===== src/rtl/spi_peripheral_if.sv =====
// Parallel word-stream side of spi_peripheral.
// The peripheral drives received words and the underrun flag.
// The host side feeds words to transmit through a valid/ready handshake.
interface spi_peripheral_if #(
  parameter int DATA_WIDTH = 8
);
  logic [DATA_WIDTH-1:0] rx_data;
  logic                  rx_valid;
  logic [DATA_WIDTH-1:0] tx_data;
  logic                  tx_valid;
  logic                  tx_ready;
  logic                  tx_underrun;

  // Peripheral view: emits received words, accepts words to transmit.
  modport slave (
    output rx_data,
    output rx_valid,
    output tx_ready,
    output tx_underrun,
    input  tx_data,
    input  tx_valid
  );

  // Host view: the logic that feeds and drains the peripheral.
  modport master (
    input  rx_data,
    input  rx_valid,
    input  tx_ready,
    input  tx_underrun,
    output tx_data,
    output tx_valid
  );
endinterface


===== src/rtl/spi_peripheral.sv =====
// SPI target with all pins oversampled in the system clock domain.
// A one-entry holding register feeds the tx shift register at each word
// start. Received words are presented with a one-cycle valid pulse.
module spi_peripheral #(
  parameter int                    DATA_WIDTH = 8,
  parameter bit                    CPOL       = 1'b0,
  parameter bit                    CPHA       = 1'b0,
  parameter logic [DATA_WIDTH-1:0] IDLE_WORD  = {DATA_WIDTH{1'b1}}
) (
  input  logic            clock,
  input  logic            reset,
  input  logic            sclk,
  input  logic            pico,
  input  logic            cs,
  output logic            poci,
  output logic            poci_oe,
  output logic            busy,
  spi_peripheral_if.slave bus
);

  localparam int               CNT_W    = (DATA_WIDTH > 2) ? $clog2(DATA_WIDTH) : 1;
  localparam logic [CNT_W-1:0] LAST_BIT = CNT_W'(DATA_WIDTH - 1);
  localparam logic [CNT_W-1:0] CNT_ZERO = {CNT_W{1'b0}};
  localparam logic [CNT_W-1:0] CNT_ONE  = CNT_W'(1);

  localparam logic [0:0] ST_IDLE   = 1'b0;
  localparam logic [0:0] ST_ACTIVE = 1'b1;

  // Synchronizer chains; *_prev_r is the edge-detect stage.
  logic sclk_meta_r, sclk_sync_r, sclk_prev_r;
  logic pico_meta_r, pico_sync_r;
  logic cs_meta_r, cs_sync_r, cs_prev_r;

  // Arming: cs must be observed high from the pin after reset.
  logic [1:0] settle_r;
  logic       armed_r;

  logic [0:0] state_r;
  logic [0:0] state_nxt_s;
  logic       poci_oe_r;
  logic       busy_r;

  logic [CNT_W-1:0]      bit_cnt_r;
  logic [DATA_WIDTH-1:0] rx_shift_r;
  logic [DATA_WIDTH-1:0] rx_data_r;
  logic                  rx_done_r;
  logic                  rx_valid_r;

  logic [DATA_WIDTH-1:0] tx_shift_r;
  logic [DATA_WIDTH-1:0] hold_r;
  logic                  tx_ready_r;
  logic                  tx_underrun_r;

  logic sclk_lead_s, sclk_trail_s;
  logic cs_fall_s, cs_rise_s;
  logic edge_ok_s, sample_s, shift_s;
  logic word_start_s, xfer_s;

  // Bring the asynchronous SPI pins into the clock domain.
  always_ff @(posedge clock) begin
    if (reset) begin
      sclk_meta_r <= CPOL;
      sclk_sync_r <= CPOL;
      sclk_prev_r <= CPOL;
      pico_meta_r <= 1'b1;
      pico_sync_r <= 1'b1;
      cs_meta_r   <= 1'b1;
      cs_sync_r   <= 1'b1;
      cs_prev_r   <= 1'b1;
    end else begin
      sclk_meta_r <= sclk;
      sclk_sync_r <= sclk_meta_r;
      sclk_prev_r <= sclk_sync_r;
      pico_meta_r <= pico;
      pico_sync_r <= pico_meta_r;
      cs_meta_r   <= cs;
      cs_sync_r   <= cs_meta_r;
      cs_prev_r   <= cs_sync_r;
    end
  end

  // Arm only after a real pin sample of cs high, so a frame already in
  // progress when reset releases is never picked up halfway.
  always_ff @(posedge clock) begin
    if (reset) begin
      settle_r <= 2'd0;
      armed_r  <= 1'b0;
    end else begin
      if (settle_r != 2'd3) begin
        settle_r <= settle_r + 2'd1;
      end
      if (settle_r[1] && cs_sync_r) begin
        armed_r <= 1'b1;
      end
    end
  end

  // Edge and event decode from the synchronized pin values.
  always_comb begin
    sclk_lead_s  = (sclk_prev_r == CPOL) && (sclk_sync_r != CPOL);
    sclk_trail_s = (sclk_prev_r != CPOL) && (sclk_sync_r == CPOL);
    cs_fall_s    = (state_r == ST_IDLE) && armed_r && cs_prev_r && !cs_sync_r;
    cs_rise_s    = (state_r == ST_ACTIVE) && !cs_prev_r && cs_sync_r;
    edge_ok_s    = (state_r == ST_ACTIVE) && !cs_rise_s;
    sample_s     = edge_ok_s && (CPHA ? sclk_trail_s : sclk_lead_s);
    shift_s      = edge_ok_s && (CPHA ? sclk_lead_s : sclk_trail_s);
    // A shift edge with the counter at zero opens a new word; for CPHA=0
    // the first word opens on the cs fall itself.
    word_start_s = (shift_s && (bit_cnt_r == CNT_ZERO)) || (!CPHA && cs_fall_s);
    xfer_s       = bus.tx_valid && tx_ready_r;
  end

  // Frame state: IDLE until an armed cs fall, ACTIVE until cs rises.
  always_comb begin
    state_nxt_s = state_r;
    case (state_r)
      ST_IDLE: begin
        if (cs_fall_s) begin
          state_nxt_s = ST_ACTIVE;
        end else begin
          state_nxt_s = ST_IDLE;
        end
      end
      ST_ACTIVE: begin
        if (cs_rise_s) begin
          state_nxt_s = ST_IDLE;
        end else begin
          state_nxt_s = ST_ACTIVE;
        end
      end
      default: begin
        state_nxt_s = ST_IDLE;
      end
    endcase
  end

  // Register the state with its pad enable and busy flag so they track exactly.
  always_ff @(posedge clock) begin
    if (reset) begin
      state_r   <= ST_IDLE;
      poci_oe_r <= 1'b0;
      busy_r    <= 1'b0;
    end else begin
      state_r   <= state_nxt_s;
      poci_oe_r <= (state_nxt_s == ST_ACTIVE);
      busy_r    <= (state_nxt_s == ST_ACTIVE);
    end
  end

  // Receive path: shift in on sample edges, publish on the last bit.
  always_ff @(posedge clock) begin
    if (reset) begin
      bit_cnt_r  <= CNT_ZERO;
      rx_shift_r <= {DATA_WIDTH{1'b0}};
      rx_data_r  <= {DATA_WIDTH{1'b0}};
      rx_done_r  <= 1'b0;
      rx_valid_r <= 1'b0;
    end else begin
      rx_valid_r <= rx_done_r;
      rx_done_r  <= 1'b0;
      if (cs_rise_s || cs_fall_s) begin
        // A cs edge always restarts the word; a partial word is dropped.
        bit_cnt_r <= CNT_ZERO;
      end else if (sample_s) begin
        rx_shift_r <= {rx_shift_r[DATA_WIDTH-2:0], pico_sync_r};
        if (bit_cnt_r == LAST_BIT) begin
          rx_data_r <= {rx_shift_r[DATA_WIDTH-2:0], pico_sync_r};
          rx_done_r <= 1'b1;
          bit_cnt_r <= CNT_ZERO;
        end else begin
          bit_cnt_r <= bit_cnt_r + CNT_ONE;
        end
      end
    end
  end

  // Transmit path: holding register handshake, word-start load and shifting.
  always_ff @(posedge clock) begin
    if (reset) begin
      tx_shift_r    <= {DATA_WIDTH{1'b1}};
      hold_r        <= {DATA_WIDTH{1'b0}};
      tx_ready_r    <= 1'b1;
      tx_underrun_r <= 1'b0;
    end else begin
      tx_underrun_r <= 1'b0;
      if (word_start_s) begin
        if (!tx_ready_r) begin
          tx_shift_r <= hold_r;
          tx_ready_r <= 1'b1;
        end else begin
          // Empty at word start: a word handed over in this same cycle
          // waits for the next word start.
          tx_shift_r    <= IDLE_WORD;
          tx_underrun_r <= 1'b1;
          if (xfer_s) begin
            hold_r     <= bus.tx_data;
            tx_ready_r <= 1'b0;
          end
        end
      end else begin
        if (shift_s) begin
          tx_shift_r <= {tx_shift_r[DATA_WIDTH-2:0], 1'b1};
        end
        if (xfer_s) begin
          hold_r     <= bus.tx_data;
          tx_ready_r <= 1'b0;
        end
      end
    end
  end

  assign poci            = tx_shift_r[DATA_WIDTH-1];
  assign poci_oe         = poci_oe_r;
  assign busy            = busy_r;
  assign bus.rx_data     = rx_data_r;
  assign bus.rx_valid    = rx_valid_r;
  assign bus.tx_ready    = tx_ready_r;
  assign bus.tx_underrun = tx_underrun_r;

endmodule


===== src/flat_wrapper.sv =====
// flat-port wrapper written by rule: the top's interface ports become plain ports
module spi_peripheral_flat 
#(
  parameter int                    DATA_WIDTH = 8,
  parameter bit                    CPOL       = 1'b0,
  parameter bit                    CPHA       = 1'b0,
  parameter logic [DATA_WIDTH-1:0] IDLE_WORD  = {DATA_WIDTH{1'b1}}
)
  (clock, reset, sclk, pico, cs, poci, poci_oe, busy, bus_rx_data, bus_rx_valid, bus_tx_ready, bus_tx_underrun, bus_tx_data, bus_tx_valid);
  spi_peripheral_if #(.DATA_WIDTH(DATA_WIDTH)) bus_i ();
  input  logic clock;
  input  logic reset;
  input  logic sclk;
  input  logic pico;
  input  logic cs;
  output logic poci;
  output logic poci_oe;
  output logic busy;
  output wire logic [$bits(bus_i.rx_data)-1:0] bus_rx_data;
  output wire logic [$bits(bus_i.rx_valid)-1:0] bus_rx_valid;
  output wire logic [$bits(bus_i.tx_ready)-1:0] bus_tx_ready;
  output wire logic [$bits(bus_i.tx_underrun)-1:0] bus_tx_underrun;
  input wire logic [$bits(bus_i.tx_data)-1:0] bus_tx_data;
  input wire logic [$bits(bus_i.tx_valid)-1:0] bus_tx_valid;
  assign bus_rx_data = bus_i.rx_data;
  assign bus_rx_valid = bus_i.rx_valid;
  assign bus_tx_ready = bus_i.tx_ready;
  assign bus_tx_underrun = bus_i.tx_underrun;
  assign bus_i.tx_data = bus_tx_data;
  assign bus_i.tx_valid = bus_tx_valid;
  spi_peripheral #(.DATA_WIDTH(DATA_WIDTH), .CPOL(CPOL), .CPHA(CPHA), .IDLE_WORD(IDLE_WORD)) u_core (.clock(clock), .reset(reset), .sclk(sclk), .pico(pico), .cs(cs), .poci(poci), .poci_oe(poci_oe), .busy(busy), .bus(bus_i));
endmodule

===== config.mk =====
export PLATFORM = sky130hd
export DESIGN_NAME = spi_peripheral_flat
export DESIGN_NICKNAME = d
export VERILOG_FILES = /design/src/rtl/spi_peripheral_if.sv /design/src/rtl/spi_peripheral.sv /design/src/flat_wrapper.sv
export SDC_FILE = /design/constraint.sdc
export NUM_CORES = 1
export LEC_CHECK = 0
export BUFFER_PORTS_ARGS = -buffer_cell sky130_fd_sc_hd__buf_4
export CORE_MARGIN = 3
export CORE_UTILIZATION = 38
export DETAILED_ROUTE_END_ITERATION = 12
export PLACE_DENSITY = 0.54
export SLEW_MARGIN = 30
export SYNTH_ARGS = -nofsm -noshare
export SYNTH_HDL_FRONTEND = slang
export SYNTH_SLANG_ARGS = --single-unit

===== constraint.sdc =====
create_clock -name clock -period 2.4 [get_ports clock]
set_clock_uncertainty 0.1 [all_clocks]
set_input_delay 0.12 -clock clock [delete_from_list [all_inputs] [get_ports clock]]
set_output_delay 0.12 -clock clock [all_outputs]
set_load 0.05 [all_outputs]

==> flow_summary.yaml, run 1 <==
outcome:
  status: "complete, no violations"
worst_setup_path:
  max_stage_delay_ns: 0.55
  crit_type: "reg2reg"
  cp_max_fo: 19
  path_cells: "and4bb_1 > a41oi_4 > a21oi_1 > a221o_1"
  start_kind: "flop"
  path_buf_inv: 0
  arrival_ns: 2.20
  rrSetupSlack_ns: 0.29
  critical_path.top_delay_family: "compound AO/OA/AOI/OAI gates"
  r2r_cells: 4
  reg2reg_from: "u_core.state_r$_SDFF_PP0_"
  critPathSlowestCell: "dfxtp_1"
  worstPathRequired_ns: 2.50
  critPathCaptureType: "flop"
  r2r-end: "u_core.tx_shift_r[3]$_SDFFE_PP1P_"
final_layout:
  syn2layout_area_growth_pct: 22.1
  antenna_cells: 0
  fillers: 459
  nets: 257
  drive_gt1_share_pct: 18.8
placed_design:
  portBuffers: 27
  place.gp.congestion: 0.719
  dp_hpwl_mm: 2.42
  place_ws_ns: 0.307
synthesis:
  synth-xor-area-share_pct: 0.448
  ys_types: 31
  yosysMostFrequentCell: "dfxtp_1"
  yosys.area_share.simple_pct: 18.6
  synth.largest_area_cell: "dfxtp_1"
  ys_top_cells_by_area: "dfxtp_1 51%, mux2i_1 9.2%, nor2_1 7.5%"
  syn_avg_cell_area_sq_um: 9.44
  synth_area_sq_um: 1950
  synthTopCellsByCount: "50 x dfxtp_1, 39 x nor2_1, 18 x mux2i_1, 17 x a21oi_1, 11 x nand2_1"
  synth.area.mux_share_pct: 9.22
  synth_compound_area_share_pct: 13.1
  synth_fp_nets: 225
  syn_inst: 207
  ys_seq_area_share_pct: 51.2
  synth_top_family_by_area: "simple AND/OR/NAND/NOR gates"
  yosys_register_bits: 50
  yosysWarnings: 0
  synth_top_area_share_pct: 51.2
  async_reset_ff_share_pct: 0
  synth_edf_count: 0
  ys.flop_type: "dfxtp_1"
  synthAdderAreaFrac_pct: 2.56
floorplanning:
  core_sq_um: 4850
  start_util_pct: 40.3
  die_w_um: 77.7
  io-pin-count: 28
  rows: 25
  die-area_sq_um: 6040
  die_h_um: 77.7
power:
  design_power_total_w: 0.00153
  p_sw_w: 0.000389
  p_clk_share_pct: 33.5
  powerDensity_nw_per_um2: 644
  power_frac_seq_pct: 57.8
  comb_power_share_pct: 8.8
  power.share.switching_pct: 25.4
  ir_drop_mv: 0.419
  power.leakage_nw: 1.09
  internal-power_w: 0.00115
clocking:
  clockBufferDepth: 2
  ctsRootBufferMaster: "clkbuf_8"
  clkSinkCount: 50
  cts_made_buffers: 5
  h-tree-depth: 2
  clkTransAtPathRegs_ns: 0.10
  clock_latency_ns: 0.30
  tritoncts: "done"
  cts_setup_buffers: 0
global_routing:
  track_usage_pct: 12.8
  grt_pass1_vias: 1400
  grt_pass1_wl_mm: 6.18
  antenna_found_initial: 0
  grt-ovfl-total: 0
  grt_max_degree: 49
timing:
  finalMaxSlewViolations: 0
  rsz0062_at_grt: "no"
  fmax_mhz: 475
  fin_ws_ns: 0.293
  finalSetupViolCount: 0
  final_hold_viol_count: 0
  worst_pin_slew_ns: 0.622
  period_needed_ns: 2.11
  whs_ns: 0.0407
  fin_crit_sh_pct: 87.8
  finalSetupTns_ns: 0
  slew_headroom_pct: 58.5
worst_hold_path:
  min_from: "bus_tx_valid"
  whs_endpoint: "u_core.hold_r[2]$_SDFFE_PP0P_"
  hold_path.class: "in2reg"
  min_path_cells: 3
routing:
  drtPass1Iterations: 4
  drtIter0Drc: 150
  drc_errors: 0
  vias: 1499
  wl_per_cell_um: 11.7
  detail_route.vias_per_cell: 4.88
  wirelength_mm: 3.60
  drtAntennaViolNets: 0
flow_run:
  max_cap_violations: 0
worst max path at each step:
stage	slack, ns	cells past startpoint	endpoint	from
after detailed placement	0.31	4	u_core.tx_shift_r[3]$_SDFFE_PP1P_	u_core.state_r$_SDFF_PP0_
after global placement	0.42	4	u_core.tx_shift_r[0]$_SDFFE_PP1P_	u_core.state_r$_SDFF_PP0_
after CTS	0.29	4	u_core.tx_shift_r[3]$_SDFFE_PP1P_	u_core.state_r$_SDFF_PP0_
after global routing	0.17	4	u_core.tx_shift_r[3]$_SDFFE_PP1P_	u_core.state_r$_SDFF_PP0_
after floorplan	0.30	6	u_core.tx_shift_r[4]$_SDFFE_PP1P_	u_core.state_r$_SDFF_PP0_
final	0.29	4	u_core.tx_shift_r[3]$_SDFFE_PP1P_	u_core.state_r$_SDFF_PP0_
layout make-up:
| cell class | instances | area, sq um | area share [%] |
|---|---|---|---|
| sequential | 50 | 1000 | 42.0 |
| clock buffer | 5 | 68.8 | 2.89 |
| timing repair buffer | 40 | 328 | 13.7 |
| clock inverter | 3 | 28.8 | 1.21 |
| tap | 67 | 83.8 | 3.52 |
| multi-input combinational | 138 | 860 | 36.0 |
| inverter | 4 | 15.0 | 0.630 |
timing repair:
| action | CTS | global route |
|---|---|---|
| gates resized for setup | 0 | 0 |
| endpoints found under the hold margin | 11 | 0 |
| hold buffers | 11 | 0 |
flip-flops by register name, indices dropped and copies added (netlist names), 2 cells and up:
| signal | flops |
|---|---|
| u_core.settle_r | 2 |
| u_core.hold_r | 8 |
| u_core.bus.rx_data | 8 |
| u_core.tx_shift_r | 8 |
| u_core.bit_cnt_r | 3 |
| u_core.rx_shift_r | 7 |
layer usage:
| layer | track usage, % | routed length [um] | vias up |
|---|---|---|---|
| li1 | - | - | 770 |
| met1 | 16.7 | 1740 | 691 |
| met2 | 19.5 | 1630 | 32 |
| met3 | 3.94 | 182 | 6 |
| met4 | 5.52 | 51 | 0 |
| met5 | 0 | 0 | - |
cell families (layout without fill, tap and decap cells):
family | count (synthesis) | count (layout)
mux | 18 | 18
simple gates | 78 | 78
xor+xnor | 1 | 1
fa+ha+maj | 4 | 4
flops | 50 | 50
buf+inv | 19 | 52
compound gates | 37 | 37
stage by stage:
stage / std cells / cell area, sq um / utilization, %
after floorplan: 207 / 1950 / -
after global placement: 288 / 2180 / 44.9
after detailed placement: 288 / 2180 / 44.9
after CTS: 307 / 2380 / 49.2
after global routing: 307 / 2380 / 49.2
final: 307 / 2380 / 49.2
worst min-delay path: stages:
cell	delay, ns
buf_4	0.14
nand3_1	0.08
a21oi_1	0.05
cells in the final DEF (no fill, tap or decap):
| master | instances |
|---|---|
| nor3b_1 | 1 |
| inv_8 | 1 |
| nand3_1 | 10 |
| buf_4 | 29 |
| dfxtp_1 | 50 |
| a221o_1 | 7 |
| nor2_1 | 39 |
| a41oi_4 | 1 |
| and3_2 | 1 |
| nand4_1 | 1 |
| or2_2 | 5 |
| and4bb_1 | 1 |
| nor4bb_1 | 1 |
| o31ai_1 | 1 |
| dlygate4sd3_1 | 11 |
| xor2_1 | 1 |
| a21o_1 | 1 |
| nor2b_1 | 4 |
| inv_1 | 4 |
| or3_1 | 1 |
| a211o_2 | 1 |
| nand2_1 | 11 |
| mux2i_1 | 18 |
| a2bb2oi_1 | 1 |
| nand2b_1 | 2 |
| clkbuf_8 | 5 |
| a21oi_1 | 17 |
| o21ai_0 | 8 |
| ha_1 | 4 |
| clkinv_4 | 1 |
| inv_6 | 1 |
| or2b_1 | 1 |
power groups by stage:
stage | clock, W | combinational [W] | sequential (W)
4_1_cts | 0.000540 | 0.000137 | 0.000887
3_3_place_gp | 0 | 0.000115 | 0.000904
5_1_grt | 0.000581 | 0.000150 | 0.000892
3_5_place_dp | 0 | 0.000122 | 0.000906
6_report | 0.000513 | 0.000135 | 0.000886
2_1_floorplan | 0 | 0.0000859 | 0.000904
Power figures use the tool's default switching activity.
==> run 2: changes to the inputs <==
CORE_UTILIZATION = 50   (was 38)
PLACE_DENSITY = 0.68   (was 0.54)
==> flow_summary.yaml, run 2 (same netlist as run 1, synthesis figures left out) <==
final_layout:
  syn2layout_area_growth_pct: 20.1
  final_common_cell: "dfxtp_1"
  fillers: 325
  final_area_sq_um: 2340
  stdcell_count: 287
  drive_gt1_share_pct: 18.4
  final_cell_mix: "50 x dfxtp_1, 39 x nor2_1, 29 x buf_4"
  antenna_cells: 0
  nets: 256
global_routing:
  grt_max_degree: 49
  antenna_found_initial: 0
  grt_pass1_vias: 1399
  grt-ovfl-total: 0
  track_usage_pct: 17.8
  grt_pass1_wl_mm: 6.16
power:
  power.leakage_nw: 1.08
  powerDensity_nw_per_um2: 643
  ir_drop_mv: 0.342
  design_power_total_w: 0.00151
clocking:
  cts_resized: 0
  h-tree-depth: 2
  clock_latency_ns: 0.30
  clockBufferDepth: 2
  clkSinkCount: 50
  tritoncts: "done"
  clkTransAtPathRegs_ns: 0.08
  cts_made_buffers: 5
  ctsRootBufferMaster: "clkbuf_8"
worst_hold_path:
  min_from: "bus_tx_data[6]"
  hold_path.class: "in2reg"
routing:
  wl_per_cell_um: 12.8
  detail_route.vias_per_cell: 5.24
  wirelength_mm: 3.68
  drtPass1Iterations: 4
  drc_errors: 0
  vias: 1504
  drtAntennaViolNets: 0
  drtIter0Drc: 47
worst_setup_path:
  start_kind: "flop"
  crit_start: "u_core.state_r$_SDFF_PP0_"
  arrival_ns: 2.20
  crit_type: "reg2reg"
  worstPathRequired_ns: 2.48
  path_cells: "and4bb_1 > a41oi_4 > a21oi_1 > a221o_1"
  critical_path.top_delay_family: "compound AO/OA/AOI/OAI gates"
  critPathSlowestCell: "dfxtp_1"
  path_buf_inv: 0
  cp_max_fo: 19
  critPathCaptureType: "flop"
  reg2reg_from: "u_core.state_r$_SDFF_PP0_"
  max_stage_delay_ns: 0.53
timing:
  worst_pin_slew_ns: 0.656
  fin_ws_ns: 0.285
  slew_headroom_pct: 56.3
  finalMaxSlewViolations: 0
  finalSetupTns_ns: 0
  rsz0062_at_grt: "no"
  period_needed_ns: 2.11
  finalSetupViolCount: 0
  fmax_mhz: 473
  fin_crit_sh_pct: 88.1
  final_hold_viol_count: 0
placed_design:
  dpl.cell_count: 269
  place_ws_ns: 0.333
  place.gp.congestion: 0.706
  dp_hpwl_mm: 2.32
  post_dp_cell_area_sq_um: 2150
  portBuffers: 27
flow_run:
  max_cap_violations: 0
floorplanning:
  core_sq_um: 3720
  start_util_pct: 52.6
  die_h_um: 68.5
  die-area_sq_um: 4690
  die_w_um: 68.5
  rows: 22
  io-pin-count: 28
outcome:
  status: "complete, no violations"
## run 2: cell types whose count changed in the layout (fill, tap and decap cells not counted), sizes merged
| cell | delta |
|---|---|
| inv | -2 |
| clkbuf | +2 |
| dlygate4sd3 | -1 |
## run 2: per-layer routing
| metal | global-route usage, % | share of wire (%) | wire length, um | vias to the layer above |
|---|---|---|---|---|
| met5 | 0 | 0 | 0 | - |
| met4 | 8.68 | 2.7 | 99 | 0 |
| met3 | 4.38 | 3.2 | 118 | 10 |
| met2 | 30.3 | 51 | 1870 | 27 |
| met1 | 20.9 | 43 | 1590 | 702 |
| li1 | - | - | - | 765 |
## run 2: repair_timing
action | CTS | global route
hold buffers | 10 | 0
setup buffers | 0 | 0
hold endpoints to repair | 10 | 0
## run 2: path summary, 6_finish.rpt
path,end,slack (ns),cells after the start
worst max-delay path,u_core.tx_shift_r[1]$_SDFFE_PP1P_,0.29,4
worst min register to register,u_core.cs_sync_r$_SDFF_PP1_,0.32,1
worst max register to register,u_core.tx_shift_r[1]$_SDFFE_PP1P_,0.29,4
worst min-delay path,u_core.hold_r[6]$_SDFFE_PP0P_,0.004,3
## run 2: worst reg2reg max path, delay by kind of cell (launching register included)
family	cells	cell delay, ns
AND/OR/NAND/NOR	1	0.44
AO/OA/AOI/OAI	3	0.94
flip-flops	1	0.53
## run 2: final cells by class
type	instances	area [sq um]	area share, %
clock inverter	1	5.00	0.213
inverter	4	15.0	0.640
sequential	50	1000	42.7
multi-input combinational	138	860	36.7
timing repair buffer	39	318	13.6
tap	48	60.1	2.56
clock buffer	7	86.3	3.68
## run 2: report_power, final
group	internal (W)	switching (W)	total, W
logic	0.0000656	0.0000674	0.000133
clock network	0.000233	0.000255	0.000488
registers	0.000860	0.0000266	0.000887
## run 2: per-stage QoR
step                utilization, %  hold WS [ns]
detailed placement            57.9         0.208
global placement              57.9         0.205
CTS                           63.1       0.00354
floorplan                        -         0.124
global route                  63.1        0.0258
finish                        63.1       0.00353
==> run 3: changes to the inputs <==
BUFFER_PORTS_ARGS = -buffer_cell sky130_fd_sc_hd__buf_2   (was -buffer_cell sky130_fd_sc_hd__buf_4)
==> flow_summary.yaml, run 3 (same netlist as run 1, synthesis figures left out) <==
timing:
  final_hold_viol_count: 0
  fmax_mhz: 469
  worst_pin_slew_ns: 0.799
  period_needed_ns: 2.13
  whs_ns: 0.0163
  finalSetupViolCount: 0
  slew_headroom_pct: 46.7
  finalSetupTns_ns: 0
  finalMaxSlewViolations: 0
  fin_crit_sh_pct: 88.8
  rsz0062_at_grt: "no"
final_layout:
  antenna_cells: 0
  final_common_cell: "dfxtp_1"
  final_area_sq_um: 2320
  syn2layout_area_growth_pct: 19.0
  drive_gt1_share_pct: 18.8
  post-route-util_pct: 62.5
  multiInputGateArea_sq_um: 860
  stdcell_count: 287
  regArea_sq_um: 1000
  nets: 256
  fillers: 333
  final_cell_mix: "50 x dfxtp_1, 39 x nor2_1, 27 x buf_2"
clocking:
  cts_setup_buffers: 0
  clockBufferDepth: 2
  ctsRootBufferMaster: "clkbuf_8"
  tritoncts: "done"
  cts_made_buffers: 5
  clkTransAtPathRegs_ns: 0.09
  cts_hold_buf: 10
  h-tree-depth: 2
  clkSinkCount: 50
  cts_resized: 0
  clock_latency_ns: 0.29
worst_setup_path:
  critPathCaptureType: "flop"
  crit_type: "reg2reg"
  cp_max_fo: 19
  arrival_ns: 2.22
  worstPathRequired_ns: 2.49
  start_kind: "flop"
floorplanning:
  start_util_pct: 52.6
  io-pin-count: 28
  die_w_um: 68.5
  die-area_sq_um: 4690
  die_h_um: 68.5
  core_sq_um: 3720
  rows: 22
global_routing:
  grt_pass1_wl_mm: 6.24
  track_usage_pct: 18.3
  grt-ovfl-total: 0
  grt_max_degree: 49
  antenna_found_initial: 0
  grt_pass1_vias: 1341
routing:
  drtPass1Iterations: 4
  vias: 1501
  drtIter0Drc: 67
  detail_route.vias_per_cell: 5.23
  wl_per_cell_um: 13.3
  drtAntennaViolNets: 0
  wirelength_mm: 3.83
  drc_errors: 0
placed_design:
  place.gp.congestion: 0.686
  dp_hpwl_mm: 2.39
  portBuffers: 27
  post_dp_cell_area_sq_um: 2090
  dpl.cell_count: 269
worst_hold_path:
  hold_path.class: "in2reg"
flow_run:
  max_cap_violations: 0
power:
  comb_power_share_pct: 7.4
  power.leakage_nw: 1.09
  ir_drop_mv: 0.484
  internal-power_w: 0.00134
  p_clk_share_pct: 40.6
  power_frac_seq_pct: 52.0
  power.share.switching_pct: 21.7
  powerDensity_nw_per_um2: 734
  p_sw_w: 0.000370
outcome:
  status: "complete, no violations"
run 3: metal layers:
layer	global-route usage, %	wire, um	up-vias
met5	0	0	-
li1	-	-	762
met4	6.70	30	0
met1	22.1	1690	711
met3	4.86	114	2
met2	30.9	1990	26
run 3: area by class of cell:
class / instances / area share, %
Sequential cell: 50 / 43.1
Multi-Input combinational cell: 138 / 37.0
Timing Repair Buffer: 39 / 10.8
Clock buffer: 5 / 2.96
Clock inverter: 3 / 2.96
Tap cell: 48 / 2.58
Inverter: 4 / 0.646
run 3: path summary, 6_finish.rpt:
kind	from	to	slack (ns)	cells past startpoint
setup / recovery	u_core.state_r$_SDFF_PP0_	u_core.tx_shift_r[5]$_SDFFE_PP1P_	0.27	4
hold / removal	bus_tx_data[5]	u_core.hold_r[5]$_SDFFE_PP0P_	0.02	3
setup reg to reg	u_core.state_r$_SDFF_PP0_	u_core.tx_shift_r[5]$_SDFFE_PP1P_	0.27	4
hold reg to reg	u_core.cs_meta_r$_SDFF_PP1_	u_core.cs_sync_r$_SDFF_PP1_	0.32	1
run 3: power by group through the flow:
| stage | sequential [W] | combinational, W | clock [W] |
|---|---|---|---|
| CTS | 0.000887 | 0.000126 | 0.000708 |
| global route | 0.000892 | 0.000142 | 0.000749 |
| finish | 0.000887 | 0.000126 | 0.000692 |
| floorplan | 0.000904 | 0.0000859 | 0 |
| global placement | 0.000904 | 0.000108 | 0 |
| detailed placement | 0.000907 | 0.000112 | 0 |
run 3: critical path, stage by stage (launching register included):
cell      delay, ns
dfxtp_1        0.54
and4bb_1       0.44
a41oi_4        0.51
a21oi_1        0.09
a221o_1        0.33
run 3: metrics by stage:
step | setup WS, ns | total power, W
5_1_grt | 0.110 | 0.00178
2_1_floorplan | 0.297 | 0.000990
4_1_cts | 0.292 | 0.00172
3_5_place_dp | 0.312 | 0.00102
6_report | 0.269 | 0.00171
3_3_place_gp | 0.411 | 0.00101
